$ cat src/rtl/dma_burst_sequencer.sv
// dma_burst_sequencer: turns a DMA job into bursts that never cross 4 KiB,
// with a cap on issued-but-uncompleted bursts and a sticky abort.
module dma_burst_sequencer #(
    parameter int ADDR_W    = 25,
    parameter int CNT_W     = 16,
    parameter int MAX_LINES = 8,
    parameter int MAX_OUTST = 4
) (
    input  logic              sclk,
    input  logic              rst,
    input  logic [ADDR_W-1:0] mem_address,
    input  logic [CNT_W-1:0]  sector_cnt,
    input  logic              dma_type,
    input  logic              dma_start,
    input  logic              dma_abort,
    output logic              dma_busy,
    output logic              dma_done,
    output logic              dma_aborted,
    output logic              cmd_val,
    input  logic              cmd_ack,
    output logic [ADDR_W-1:0] cmd_addr,
    output logic [5:0]        cmd_len,
    output logic              cmd_type,
    input  logic              cpl
);
    localparam int LW = CNT_W + 2;

    typedef enum logic [1:0] {IDLE, ISSUE, DRAIN, DONE} state_t;

    state_t            state_q, state_d;
    logic [ADDR_W-1:0] addr_q, addr_d;
    logic [LW-1:0]     left_q, left_d;
    logic [3:0]        outst_q, outst_d;
    logic              abort_q, abort_d, type_q, type_d, pend_q, pend_d;
    logic [5:0]        room, blen;
    logic              hs;

    // room is the number of lines left before the next 4 KiB (32-line) boundary
    assign room        = 6'd32 - {1'b0, addr_q[4:0]};
    assign blen        = (room < 6'(MAX_LINES)) ? room : 6'(MAX_LINES);
    assign cmd_len     = (left_q < LW'(blen)) ? left_q[5:0] : blen;
    assign cmd_addr    = addr_q;
    assign cmd_type    = type_q;
    // pend_q keeps a presented command valid until acked, even after abort
    assign cmd_val     = (state_q == ISSUE) & (pend_q | ((outst_q < 4'(MAX_OUTST)) & ~abort_q));
    assign hs          = cmd_val & cmd_ack;
    assign dma_busy    = state_q != IDLE;
    assign dma_done    = state_q == DONE;
    assign dma_aborted = dma_done & abort_q;

    always_comb begin
        state_d = state_q;
        addr_d  = addr_q;
        left_d  = left_q;
        type_d  = type_q;
        abort_d = abort_q | (dma_abort & (state_q != IDLE));
        pend_d  = cmd_val & ~cmd_ack;
        outst_d = outst_q + {3'b0, hs} - {3'b0, cpl & (hs | (outst_q != 4'd0))};
        case (state_q)
            IDLE: if (dma_start) begin
                addr_d  = mem_address;
                type_d  = dma_type;
                left_d  = {sector_cnt, 2'b00};
                abort_d = 1'b0;
                state_d = (sector_cnt == '0) ? DONE : ISSUE;
            end
            ISSUE: if (hs) begin
                addr_d  = addr_q + ADDR_W'(cmd_len);
                left_d  = left_q - LW'(cmd_len);
                state_d = (left_d == '0) ? DRAIN : ISSUE;
            end else if (abort_q && !cmd_val) begin
                state_d = DRAIN;
            end
            DRAIN: state_d = (outst_d == 4'd0) ? DONE : DRAIN;
            default: state_d = IDLE;
        endcase
    end

    always_ff @(posedge sclk or posedge rst) begin
        if (rst) begin
            state_q <= IDLE;
            addr_q  <= '0;
            left_q  <= '0;
            outst_q <= '0;
            abort_q <= 1'b0;
            type_q  <= 1'b0;
            pend_q  <= 1'b0;
        end else begin
            state_q <= state_d;
            addr_q  <= addr_d;
            left_q  <= left_d;
            outst_q <= outst_d;
            abort_q <= abort_d;
            type_q  <= type_d;
            pend_q  <= pend_d;
        end
    end
endmodule

$ cat config.mk
export PLATFORM = sky130hd
export DESIGN_NAME = dma_burst_sequencer
export DESIGN_NICKNAME = d
export VERILOG_FILES = /design/src/rtl/dma_burst_sequencer.sv
export SDC_FILE = /design/constraint.sdc
export NUM_CORES = 1
export LEC_CHECK = 0
export ABC_AREA = 1
export CORE_MARGIN = 5
export CORE_UTILIZATION = 45
export DETAILED_ROUTE_END_ITERATION = 8
export DONT_BUFFER_PORTS = 1
export GPL_ROUTABILITY_DRIVEN = 0
export PLACE_DENSITY = 0.64
export SETUP_SLACK_MARGIN = 0.02
export SYNTH_ARGS = -nofsm -noshare
export SYNTH_HDL_FRONTEND = slang
export SYNTH_SLANG_ARGS = --single-unit
$ cat constraint.sdc
create_clock -name sclk -period 4.2 [get_ports sclk]
set_input_delay 0.63 -clock sclk [delete_from_list [all_inputs] [get_ports sclk]]
set_output_delay 0.63 -clock sclk [all_outputs]
set_load 0.02 [all_outputs]
==> results.sh <==
export IMPL_run_status="finished clean"
export IMPL_synthMuxAreaShare_pct=0
export IMPL_worst_path_most_repeated_cell="nand2_1"
export IMPL_powerDensity_mw_per_mm2=849.5
export IMPL_synth_xor_area_share_pct=2.939
export IMPL_area_growth_pct=8.995
export IMPL_p_int_mw=1.771
export IMPL_rows=35
export IMPL_relSlewSlack_pct=53.30
export IMPL_cts_max_level=2
export IMPL_whs_ps=381.4
export IMPL_drive_above_1_share_pct=12.78
export IMPL_crit_path_top_delay_cell="dfrtp_2"
export IMPL_path_class="register to register"
export IMPL_yosys_top_cells_count="nand2_1 (149), inv_1 (75), nor2_1 (75)"
export IMPL_ys_types=49
export IMPL_fmax_mhz=258.1
export IMPL_drv_cap=0
export IMPL_grt_pass1_vias=3912
export IMPL_die_y_um=106.3
export IMPL_p_seq_share_pct=30.4
export IMPL_crit_family="simple AND/OR/NAND/NOR gates"
export IMPL_clkTransAtPathRegs_ps=90
export IMPL_post_synth_fa_ha_maj_area_fraction_pct=6.537
export IMPL_n_antenna_cell=0
export IMPL_nFillCells=919
export IMPL_grt_pass1_wl_um=18570
export IMPL_core_mm2=0.009153
export IMPL_synth_cells=613
export IMPL_via_per_inst=5.477
export IMPL_path_buf_inv=4
export IMPL_yosys_area_top_type="dfrtp_1"
export IMPL_critPathLaunchType="register"
export IMPL_rr_worst_depth=29
export IMPL_ant_nets=0
export IMPL_start_util_pct=45.59
export IMPL_crit_cells=29
export IMPL_synth_yosys_seq_area_share_pct=31.18
export IMPL_synth_warnings=0
export IMPL_min_period_over_period_pct=92.24
export IMPL_syn_area_mm2=0.004173
export IMPL_syn_avg_cell_area_um2=6.807
export IMPL_routedWlPerCell_um=15.44
export IMPL_synth_edf_count=0
export IMPL_synth_top_family_by_area="simple AND/OR/NAND/NOR gates"
export IMPL_antenna_found_initial=0
export IMPL_final_util_pct=49.69
export IMPL_finalHoldViolations=0
export IMPL_grt_max_degree=56
export IMPL_switching_share_pct=54.16
export IMPL_tightest_slew_ps=700.5
export IMPL_cts_buffers_inserted=5
export IMPL_hpwl_um=8610
export IMPL_portBuffers=0
export IMPL_layout_min_cycle_time_ps=3874
export IMPL_dr_total_vias=3993
export IMPL_whs_path_depth=1
export IMPL_final_setup_worst_slack_ps=325.9
export IMPL_tritoncts="yes"
export IMPL_p_clk_share_pct=9.9
export IMPL_die_w_um=106.3
export IMPL_clockBufferDepth=2
export IMPL_slew_violations=0
export IMPL_p_sw_mw=2.093
export IMPL_grt_overflow_total=0
export IMPL_skew_ps=13.80
export IMPL_setup_violations_final=0
export IMPL_dr_pass1_iters=4
export IMPL_power_leakage_nw=2.158
export IMPL_ys_async_sr_fraction_pct=100.0
export IMPL_nNetsFinal=685
export IMPL_cp_arrival_ps=4070
export IMPL_required_ps=4400
export IMPL_wl_um=11260
export IMPL_dieArea_mm2=0.01130
export IMPL_crit_fanout=8
export IMPL_min_path_type="input pin to register"
export IMPL_cts_root_buf="clkbuf_8"
export IMPL_synth_simple_area_share_pct=34.33
export IMPL_drtIter0Drc=221
export IMPL_track_usage_pct=20.02
export IMPL_synth_compound_area_share_pct=15.20
export IMPL_ios=84
export IMPL_synth_seq_cells=52
export IMPL_regArea_mm2=0.001304
export IMPL_worstSetupEndpointType="register"
export IMPL_synth_area_leaders="dfrtp_1 (31%), nand2_1 (13%), inv_1 (6.7%)"
export IMPL_drc=0
export IMPL_multiInputGateArea_mm2=0.002549
export IMPL_synth_ff_type="dfrtp_1"
export IMPL_cpPeakStageDelay_ps=410
export IMPL_power_frac_comb_pct=59.7
export IMPL_clock_sink_count=52
export IMPL_postCtsHoldBufs=0
export IMPL_synth_most_common_cell="nand2_1"
export IMPL_ir_worst_vdd_mv=0.3335
export IMPL_synth_top_area_share_pct=31.18
export IMPL_pre_cts_ws_ps=-30.31
export IMPL_clock_latency_ps=310
## logic make-up after synthesis
group                      after synthesis
xor gates and xnor gates                14
adders and majority gates               20
AOI/OAI and AO/OA                      103
and+or+nand+nor                        320
DFF                                     52
buffers and inverters                  103
other                                    1
## layout by cell type, fill, tap and decap left out, types with 3 or more instances in the layout
master and n:
o21ai_2 4, clkbuf_8 7, nand3_2 3, o21ai_0 38
nand4_1 10, ha_1 15, dfrtp_1 50, nor2_4 4
o21a_1 3, o21ai_1 8, nand2_1 143, nor2_2 4
buf_4 15, xor2_1 11, nand2_2 11, xnor2_1 3
inv_1 72, a21oi_1 9, nand2_4 4, o22ai_1 18
inv_2 8, nand3_1 36, nor3_1 13, nor4_1 7
nor2_1 72, a21oi_2 3, conb_1 3, o211ai_1 7
a31oi_1 5, nand3b_1 3
## final cells by class
class                           instances  area share (%)
Multi-Input combinational cell        460           56.04
Sequential cell                        52           28.67
Inverter                               83           6.988
Tap cell                              111           3.054
Timing Repair Buffer                   15           2.476
Clock buffer                            7           2.118
Clock inverter                          1          0.6602
## per-layer routing
| layer | track usage, % | part of all wire [%] |
|---|---|---|
| met5 | 0 | 0 |
| met4 | 4.625 | 1.4 |
| met3 | 4.736 | 6.1 |
| met2 | 33.26 | 47 |
| met1 | 26.44 | 45 |
## power by group through the flow
stage | logic [mW] | clock network (mW) | registers (mW)
6_report | 2.31 | 0.384 | 1.17
5_1_grt | 2.60 | 0.419 | 1.21
4_1_cts | 2.23 | 0.402 | 1.17
3_5_place_dp | 2.20 | 0 | 1.18
3_3_place_gp | 2.16 | 0 | 1.17
2_1_floorplan | 1.69 | 0 | 1.13
## state kept, by name, summed over array words and instances (netlist names)
register  count
pend_q        1
abort_q       1
cmd_addr     25
cmd_type      1
outst_q       4
state_q       2
left_q       18
## path summary, 6_finish.rpt
check	start	slack (ps)	end
worst max-delay path	cmd_addr[1]	330	state_q[0]
worst min-delay path	cmd_ack	380	pend_q
worst max register to register	cmd_addr[1]	330	state_q[0]
worst min register to register	state_q[0]	520	state_q[1]
max in group asynchronous	rst	3310	cmd_addr[0]
min in group asynchronous	rst	390	cmd_addr[16]
## metrics by stage
stage / setup TNS, ps / instance area [µm²] / power (mW) / cells
4_1_cts: 0 / 4474 / 3.796 / 728
5_1_grt: -6.222 / 4548 / 4.235 / 729
3_3_place_gp: 0 / 4340 / 3.324 / 719
2_1_floorplan: 0 / 4187 / 2.814 / 615
6_report: 0 / 4548 / 3.864 / 729
3_5_place_dp: -43.92 / 4340 / 3.380 / 719
## repair_timing
item	CTS	global route
pin swaps	1	11
endpoints found under the setup margin	2	16
resized for setup	1	23
setup buffers	1	1
cloned	0	0
Power figures use the tool's default switching activity.
